**config.mk**
```make
export PLATFORM = sky130hd
export DESIGN_NAME = demux4x32_reg
export DESIGN_NICKNAME = d
export VERILOG_FILES = /design/src/rtl/demux4x32_reg.sv
export SDC_FILE = /design/constraint.sdc
export NUM_CORES = 1
export LEC_CHECK = 0
export CAP_MARGIN = 5
export CORE_MARGIN = 2
export CORE_UTILIZATION = 48
export DETAILED_ROUTE_END_ITERATION = 12
export GPL_ROUTABILITY_DRIVEN = 0
export GPL_TIMING_DRIVEN = 0
export PLACE_DENSITY = 0.84
export SLEW_MARGIN = 20
export SYNTH_ARGS = -nofsm -noshare
export SYNTH_HDL_FRONTEND = slang
export SYNTH_SLANG_ARGS = --single-unit
export TNS_END_PERCENT = 30
```
**constraint.sdc**
```tcl
create_clock -name clk -period 6 [get_ports clk]
set_input_delay 0.9 -clock clk [delete_from_list [all_inputs] [get_ports clk]]
set_output_delay 0.9 -clock clk [all_outputs]
set_load 0.01 [all_outputs]
```
**src/rtl/demux4x32_reg.sv**
```systemverilog
// Registered 1-to-4 word demultiplexer: one holding register with valid/ready per channel.
// Define DEMUX4X32_STAT_EN to add per-channel saturating transfer counters (cnt_sel/cnt ports).
module demux4x32_reg #(
  parameter int unsigned WIDTH = 32,
  parameter int unsigned CNT_W = 16
) (
  input  logic             clk,
  input  logic             rst,
  input  logic [WIDTH-1:0] d,
  input  logic [1:0]       s,
  input  logic             in_valid,
  output logic             in_ready,
  output logic [WIDTH-1:0] y0,
  output logic [WIDTH-1:0] y1,
  output logic [WIDTH-1:0] y2,
  output logic [WIDTH-1:0] y3,
  output logic             v0,
  output logic             v1,
  output logic             v2,
  output logic             v3,
  input  logic             r0,
  input  logic             r1,
  input  logic             r2,
  input  logic             r3
`ifdef DEMUX4X32_STAT_EN
  ,
  input  logic [1:0]       cnt_sel,
  output logic [CNT_W-1:0] cnt
`endif
);

  if (WIDTH < 1 || CNT_W < 1) begin : g_param_chk
    $error("WIDTH and CNT_W must both be at least 1");
  end

  logic [WIDTH-1:0] r_y [4];
  logic [3:0]       r_v;
  logic [3:0]       w_rdy;
  logic [3:0]       w_acc;

  assign w_rdy    = {r3, r2, r1, r0};
  // Readiness looks only at the selected channel, so a stalled channel never blocks the others.
  assign in_ready = ~r_v[s] | w_rdy[s];
  assign w_acc    = (in_valid && in_ready) ? (4'b0001 << s) : 4'b0000;

  always_ff @(posedge clk or posedge rst) begin
    if (rst) begin
      r_v <= 4'b0000;
      for (int i = 0; i < 4; i++) begin
        r_y[i] <= '0;
      end
    end else begin
      for (int i = 0; i < 4; i++) begin
        if (w_acc[i]) begin
          r_y[i] <= d;
          r_v[i] <= 1'b1;
        end else if (w_rdy[i]) begin
          r_v[i] <= 1'b0;
        end
      end
    end
  end

  assign y0 = r_y[0];
  assign y1 = r_y[1];
  assign y2 = r_y[2];
  assign y3 = r_y[3];
  assign v0 = r_v[0];
  assign v1 = r_v[1];
  assign v2 = r_v[2];
  assign v3 = r_v[3];

`ifdef DEMUX4X32_STAT_EN
  logic [CNT_W-1:0] r_cnt [4];

  // Counters saturate at all-ones rather than wrapping.
  always_ff @(posedge clk or posedge rst) begin
    if (rst) begin
      for (int i = 0; i < 4; i++) begin
        r_cnt[i] <= '0;
      end
    end else begin
      for (int i = 0; i < 4; i++) begin
        if (w_acc[i] && (r_cnt[i] != {CNT_W{1'b1}})) begin
          r_cnt[i] <= r_cnt[i] + CNT_W'(1);
        end
      end
    end
  end

  assign cnt = r_cnt[cnt_sel];
`endif

endmodule
```
==> results.toml, run 1 <==
[yosys]
synth_top_area_share_pct = 66.0
synth_seq_cells = 132
synth_area_um2 = 5000
synth.most_common_cell = "dfrtp_1"
ys.flop_type = "dfrtp_1"
synth_nets = 334
synth.avg_cell_area_um2 = 17.1
synth_seq_area_share_pct = 66.0
ys_warn_count = 0
synth_edf_count = 0
yosys.cell_types.count = 17
synth-async-reset-ratio_pct = 100
synthTopCellsByCount = "132 x dfrtp_1, 124 x mux2_2, 9 x buf_6"
yosysTopAreaCell = "dfrtp_1"
synth_cells = 293
synth_area_leaders = "dfrtp_1 66%, mux2_2 28%, buf_6 2.0%, mux2_1 0.90%, buf_2 0.50%"

[critical_path]
end_kind = "primary output"
slowest_delay_ns = 0.53
r2r_start = "r_v[0]"
r2r-end = "y0[27]"
cp_max_fo = 3
r2r_slack_ns = 4.45
crit_chain = "clkdlybuf4s50_1, nand2b_1, mux4_2, clkdlybuf4s50_1"
critPathArrivalTime_ns = 2.46
rr_worst_depth = 4
startpoint_type = "input pin"
cpMostUsedCell = "clkdlybuf4s50_1"
worstPathRequired_ns = 5.10
cp_slowest_cell = "clkdlybuf4s50_1"
critPathKind = "input pin to primary output"

[grt]
grt_pass1_wl_um = 19000
grt_max_degree = 96
overflow = 0
grt_usage_pct = 22.4
grt_pass1_vias = 3547
antenna_found_initial = 0

[cells_and_area]
design_area_um2 = 7500
fillers = 662
layout.nets = 526
post-route-util_pct = 73.3
drive_above_1_share_pct = 34.7
area_growth_pct = 49.9
regArea_um2 = 3300
multi_input_area_um2 = 1570
insertedDiodeCount = 0

[route]
drc = 0
wl_per_cell_um = 18.7
drtAntennaViolNets = 0
firstDrtPassIters = 3
routed_wl_um = 11900
vias = 3145
routed_via_density = 4.96
drtIter0Drc = 81

[clocking]
clk-insertion-delay-late_ns = 0.50
cts_root_buffer = "clkbuf_8"
clk_pin_slew_worst_paths_ns = 0.05
cts_buffers = 17
cts_setup_buffers = 0
clock-sinks = 132
htreeDepth = 4
clk_path_buf_depth = 2
cts-resized-gates = 0
cts_hold_buf = 0
tritoncts = "yes"

[min_path]
worstHoldEndpoint = "y2[8]"
worstHoldStart = "y2[8]"
min_path_cells = 1
hold_class = "flip-flop to flip-flop"

[placed_design]
port-buffer-count = 172
place_area_um2 = 6930
pre_cts_slack_ns = 2.64
dp_hpwl_um = 8160

[pwr]
power.density_nw_per_um2 = 387
p_leak_uw = 0.00316
peakVddDrop_mv = 0.224
finalPower_uw = 2910

[timing]
max_clock_freq_mhz = 297
slew_headroom_pct = 68.8
setup_tns_ns = 0
rsz0062_at_grt = "no"
finClkSkew_ns = 0.0129
worst_slack_ns = 2.64
hold_viol = 0
setup_viol = 0
worst_pin_slew_ns = 0.469
maxSlewViolCount = 0
period_needed_ns = 3.36
period_share_pct = 56.1

[floorplanning]
coreArea_um2 = 10200
ios = 174
die_h_um = 106
die-area_um2 = 11300
row_count = 37
die_x_um = 106
start_util_pct = 48.9

[flow_run]
cap_violations = 0

[outcome]
run_status = "finished clean"
flip-flops by register name, indices dropped and copies added, names as in the netlist:
| signal | cells |
|---|---|
| y2 | 32 |
| y3 | 32 |
| y0 | 32 |
| r_v | 4 |
| y1 | 32 |
area by class of cell:
| cell class | instances | share of cell area, % |
|---|---|---|
| Sequential cell | 132 | 44.0 |
| Timing Repair Buffer | 173 | 23.3 |
| Multi-Input combinational cell | 145 | 20.9 |
| Clock buffer | 23 | 6.22 |
| Tap cell | 136 | 2.27 |
| Buffer | 15 | 1.75 |
| Clock inverter | 9 | 1.37 |
| Inverter | 1 | 0.150 |
layer usage:
metal	wire, µm	track usage [%]	part of all wire [%]
met2	6130	37.4	52
met4	120	6.58	1.0
met5	0	0	0
met1	4640	26.1	39
met3	993	10.2	8.4
stage by stage:
| step | hold WS, ns | cells |
|---|---|---|
| after floorplan | 0.529 | 293 |
| after global placement | 0.470 | 601 |
| after detailed placement | 0.475 | 602 |
| after CTS | 0.488 | 634 |
| after global routing | 0.512 | 634 |
| final | 0.485 | 634 |
report_power, final:
part | total (µW) | switching (µW) | internal (µW)
clock | 974 | 353 | 621
combinational | 756 | 278 | 478
sequential | 1180 | 99.8 | 1080
worst max-delay path: cells and delay by family:
family | cells | cell delay (ns)
AND/OR/NAND/NOR | 1 | 0.18
multiplexers | 1 | 0.45
buffers and inverters | 2 | 0.93
layout by cell type (no fill, tap or decap):
master and n:
mux4_2 1, and3_1 1, dfrtp_1 132, nor2b_1 1
clkbuf_2 1, clkinvlp_4 3, clkinv_2 4, mux2_1 4
nand3_1 1, buf_6 9, nor2b_2 1, clkbuf_1 3
clkbuf_8 4, buf_16 1, o21ai_0 1, buf_2 5
mux2_2 124, clkdlybuf4s50_1 172, nand2_1 5, nor3b_4 1
clkbuf_16 16, nand3b_1 1, inv_8 1, bufinv_16 2
nand2b_1 4
worst max path at each step:
stage | startpoint | to | slack, ns | cells past startpoint
after global routing | r1 | in_ready | 2.59 | 4
after global placement | rst | y0[7] | -0.10 | 2
after floorplan | rst | r_v[0] | 1.57 | 1
after detailed placement | r2 | in_ready | 2.64 | 4
final | r1 | in_ready | 2.64 | 4
after CTS | r1 | in_ready | 2.63 | 4
kinds of logic after synthesis:
| kind of cell | after synthesis | share of synthesized area, % |
|---|---|---|
| mux | 129 | 29.3 |
| simple gates | 15 | 1.93 |
| flops | 132 | 66.0 |
| buf+inv | 16 | 2.70 |
| compound gates | 1 | 0.0999 |
No activity file was read; power rests on OpenSTA's default activity.
==> inputs of run 2 (changes only) <==
--- a/config.mk
+++ b/config.mk
@@ -7,11 +7,11 @@
 export LEC_CHECK = 0
 export CAP_MARGIN = 5
 export CORE_MARGIN = 2
-export CORE_UTILIZATION = 48
+export CORE_UTILIZATION = 45
 export DETAILED_ROUTE_END_ITERATION = 12
 export GPL_ROUTABILITY_DRIVEN = 0
 export GPL_TIMING_DRIVEN = 0
-export PLACE_DENSITY = 0.84
+export PLACE_DENSITY = 0.8
 export SLEW_MARGIN = 20
 export SYNTH_ARGS = -nofsm -noshare
 export SYNTH_HDL_FRONTEND = slang
==> constraint.sdc (replaced) <==
create_clock -name clk -period 3.3 [get_ports clk]
set_input_delay 0.495 -clock clk [delete_from_list [all_inputs] [get_ports clk]]
set_output_delay 0.495 -clock clk [all_outputs]
set_load 0.01 [all_outputs]
==> run 2 against run 1 <==
Sequential power rose by 81%. Sequential share of layout area fell by 0.83 points. First-iteration DRC count rose by 6.2%. Count of clock-buffer cells in the layout fell by 1. Combinational power rose by 83%. Die area rose by 6.4%. Critical path depth did not move. Critical path type unchanged.
==> results.toml, run 2 (same netlist as run 1, synthesis figures left out) <==
[grt]
grt_pass1_vias = 3471
grt_usage_pct = 20.6
grt_max_degree = 36
antenna_found_initial = 0
overflow = 0
grt_pass1_wl_um = 18100

[critical_path]
worstPathRequired_ns = 2.80
critPathArrivalTime_ns = 2.08
cp_max_fo = 3
end_kind = "primary output"
critPathKind = "input pin to primary output"
startpoint_type = "input pin"

[cells_and_area]
post-route-util_pct = 70.5
insertedDiodeCount = 0
area_growth_pct = 52.8
fillers = 780
design_area_um2 = 7640
drive_above_1_share_pct = 35.7
mostFrequentLayoutCell = "clkdlybuf4s50_1"
final_cell_mix = "172 x clkdlybuf4s50_1, 132 x dfrtp_1, 124 x mux2_2"
layout.nets = 529

[clocking]
clk_path_buf_depth = 2
clk-insertion-delay-late_ns = 0.51
clock-sinks = 132
cts-resized-gates = 0
cts_setup_buffers = 0
clk_pin_slew_worst_paths_ns = 0.06
htreeDepth = 4
cts_root_buffer = "clkbuf_8"
tritoncts = "yes"
cts_buffers = 17
cts_hold_buf = 0

[route]
routed_wl_um = 11900
drc = 0
wl_per_cell_um = 18.5
drtIter0Drc = 86
vias = 3205
firstDrtPassIters = 4
drtAntennaViolNets = 0
routed_via_density = 5.00

[placed_design]
place_area_um2 = 6990
dp_hpwl_um = 8500
port-buffer-count = 172

[pwr]
clock_power_share_pct = 36.3
p_sw_uw = 1360
power.density_nw_per_um2 = 723
p_leak_uw = 0.00322
seqPwrFrac_pct = 38.6
switching_share_pct = 24.6
finalPower_uw = 5520
combPwrFrac_pct = 25.0
peakVddDrop_mv = 0.398
p_int_uw = 4170

[floorplanning]
coreArea_um2 = 10800
die_x_um = 109
row_count = 38
die-area_um2 = 12000
die_h_um = 109
ios = 174
start_util_pct = 46.2

[timing]
setup_tns_ns = 0
rsz0062_at_grt = "no"
maxSlewViolCount = 0
worst_pin_slew_ns = 0.416
period_share_pct = 77.9
max_clock_freq_mhz = 389
setup_viol = 0
finClkSkew_ns = 0.00533
period_needed_ns = 2.57
hold_viol = 0
slew_headroom_pct = 72.2
hold_slack_ns = 0.292

[min_path]
hold_class = "input pin to flip-flop"

[flow_run]
cap_violations = 0

[outcome]
run_status = "finished clean"
## run 2: cell types whose count changed in the layout (fill, tap and decap cells not counted), sizes merged
cell      previous run  this run
bufinv               2         4
buf                 15        18
clkinv               4         2
clkinvlp             3         4
clkbuf              24        23
## run 2: worst paths after layout
kind | depth (start not counted) | to | slack, ns | startpoint
setup reg to reg | 4 | y0[22] | 1.73 | r_v[0]
setup / recovery | 4 | in_ready | 0.73 | r2
hold reg to reg | 1 | y3[23] | 0.49 | y3[23]
max in group asynchronous | 4 | y3[23] | 2.27 | rst
hold / removal | 3 | r_v[1] | 0.29 | s[0]
min in group asynchronous | 2 | y0[8] | 0.35 | rst
## run 2: worst max-delay path, cell delays in order
cell,delay [ns]
clkdlybuf4s50_1,0.39
nand2b_1,0.19
mux4_2,0.48
clkdlybuf4s50_1,0.52
## run 2: power groups by stage
| stage | Clock [µW] | Combinational [µW] | Sequential (µW) |
|---|---|---|---|
| after floorplan | 0 | 365 | 2300 |
| after global placement | 0 | 1350 | 2130 |
| after detailed placement | 0 | 1390 | 2160 |
| after CTS | 2050 | 1400 | 2130 |
| after global routing | 2120 | 1460 | 2170 |
| final | 2010 | 1380 | 2130 |
## run 2: final cells by class
type	count	area, µm²	share of cell area [%]
buffer	15	131	1.72
clock buffer	22	483	6.32
clock inverter	10	169	2.21
inverter	1	7.51	0.0982
multi-input combinational	145	1570	20.5
sequential	132	3300	43.2
tap	140	175	2.29
timing repair buffer	176	1810	23.7
## run 2: stage by stage
step | setup slack, ns | cells
global placement | 0.0757 | 605
CTS | 0.709 | 641
detailed placement | 0.709 | 609
floorplan | 1.17 | 293
global route | 0.665 | 641
finish | 0.729 | 641
## run 2: routing by layer
| layer | GRT usage (%) | up-vias | wire (µm) |
|---|---|---|---|
| li1 | - | 1429 | - |
| met1 | 22.7 | 1654 | 4470 |
| met2 | 35.5 | 107 | 6260 |
| met3 | 7.94 | 15 | 949 |
| met4 | 8.41 | 0 | 185 |
| met5 | 0 | - | 0 |
==> inputs of run 3 (changes only) <==
==> constraint.sdc (replaced) <==
create_clock -name clk -period 2.4 [get_ports clk]
set_input_delay 0.36 -clock clk [delete_from_list [all_inputs] [get_ports clk]]
set_output_delay 0.36 -clock clk [all_outputs]
set_load 0.01 [all_outputs]
==> run 3 against run 2 <==
Largest power group unchanged. Wire length barely moved. Final cell count did not move. Non-clock buffer count did not move.
==> results.toml, run 3 (same netlist as run 1, synthesis figures left out) <==
[outcome]
run_status = "finished clean"

[critical_path]
critical_path_buf_inv_count = 1
end_kind = "primary output"
crit_family = "multiplexers"
critPathArrivalTime_ns = 1.63
critPathKind = "flip-flop to primary output"
worstPathRequired_ns = 2.04
r2r_slack_ns = 0.83
crit_chain = "nand2b_1, mux4_2, dlymetal6s2s_1"
r2r_start = "r_v[0]"
critPathLaunch = "r_v[2]"
cp_slowest_cell = "mux4_2"
slowest_delay_ns = 0.47
startpoint_type = "flip-flop"
r2r-end = "y0[22]"
rr_worst_depth = 4
crit_cells = 3
cp_max_fo = 3
crit_end = "in_ready"

[cells_and_area]
area_growth_pct = 52.8
layout.nets = 529
drive_above_1_share_pct = 35.7
fillers = 779
post-route-util_pct = 70.5
insertedDiodeCount = 0
final_cell_mix = "171 x clkdlybuf4s50_1, 132 x dfrtp_1, 124 x mux2_2"
mostFrequentLayoutCell = "clkdlybuf4s50_1"

[grt]
antenna_found_initial = 0
grt_usage_pct = 20.6
grt_pass1_vias = 3471
grt_pass1_wl_um = 18100
grt_max_degree = 36
overflow = 0

[pwr]
p_leak_uw = 0.00322
finalPower_uw = 7590
power.density_nw_per_um2 = 993
p_int_uw = 5730
peakVddDrop_mv = 0.547
clock_power_share_pct = 36.3
p_sw_uw = 1870
seqPwrFrac_pct = 38.6
switching_share_pct = 24.6
combPwrFrac_pct = 25.0

[route]
routed_wl_um = 11900
wl_per_cell_um = 18.5
routed_via_density = 5.00
firstDrtPassIters = 4
drtAntennaViolNets = 0
drc = 0
vias = 3205
drtIter0Drc = 87

[min_path]
hold_class = "input pin to flip-flop"

[placed_design]
dp_hpwl_um = 8500
pre_cts_slack_ns = 0.0790
port-buffer-count = 172

[floorplanning]
die-area_um2 = 12000
coreArea_um2 = 10800
ios = 174
die_x_um = 109
start_util_pct = 46.2
row_count = 38
die_h_um = 109

[clocking]
clk_pin_slew_worst_paths_ns = 0.06
tritoncts = "yes"
htreeDepth = 4
clk-insertion-delay-late_ns = 0.51
cts_setup_buffers = 0
clk_path_buf_depth = 2
clock-sinks = 132
cts_root_buffer = "clkbuf_8"
cts_buffers = 17

[timing]
worst_pin_slew_ns = 0.416
period_needed_ns = 1.99
setup_viol = 0
rsz0062_at_grt = "no"
max_clock_freq_mhz = 503
hold_viol = 0
maxSlewViolCount = 0
finClkSkew_ns = 0.00533
slew_headroom_pct = 72.2
worst_slack_ns = 0.411
period_share_pct = 82.9

[flow_run]
cap_violations = 0
-- run 3: changes by cell type in the layout (fill, tap and decap cells not counted), sizes merged --
cell / change
clkdlybuf4s50: -1
dlymetal6s2s: +1
-- run 3: timing repair --
item,CTS,global route
hold buffers,0,0
setup endpoints to repair,0,1
gates resized for setup,0,1
-- run 3: final cells by class --
type | count | area (µm²) | area share (%)
plain buffers | 15 | 131 | 1.72
clock buffers | 22 | 483 | 6.32
multi-input cells | 145 | 1570 | 20.5
inverters | 1 | 7.51 | 0.0982
repair buffers | 176 | 1810 | 23.7
flip-flops and latches | 132 | 3300 | 43.2
well taps | 140 | 175 | 2.29
clock inverters | 10 | 169 | 2.21
-- run 3: stage by stage --
step	cells	hold WS, ns	setup TNS, ns	area, µm²
floorplan	293	0.495	0	5010
global placement	605	0.470	-90.22	6900
detailed placement	609	0.476	0	6990
CTS	641	0.128	0	7640
global route	641	0.153	0	7650
finish	641	0.157	0	7650
-- run 3: how the worst min path moves through the flow --
stage | from | end | slack, ns | depth (start not counted)
floorplan | d[24] | y1[24] | 0.49 | 1
global placement | y2[15] | y2[15] | 0.47 | 1
detailed placement | y3[23] | y3[23] | 0.48 | 1
CTS | s[0] | r_v[1] | 0.13 | 3
global route | s[0] | r_v[1] | 0.15 | 3
finish | s[0] | r_v[1] | 0.16 | 3
-- run 3: power by group through the flow --
| stage | Combinational (µW) | Sequential, µW | Clock (µW) |
|---|---|---|---|
| floorplan | 502 | 3170 | 0 |
| global placement | 1850 | 2940 | 0 |
| detailed placement | 1920 | 2970 | 0 |
| CTS | 1930 | 2940 | 2820 |
| global route | 2010 | 2990 | 2920 |
| finish | 1900 | 2930 | 2760 |
-- run 3: per-layer routing --
metal	part of all wire [%]	GRT usage (%)
met5	0	0
met4	1.6	8.41
met3	8.0	7.94
met2	53	35.5
met1	38	22.7
-- run 3: tightest hold or removal path, cell delays in order --
cell,delay (ns)
buf_2,0.15
nand2_1,0.07
nand2_1,0.05
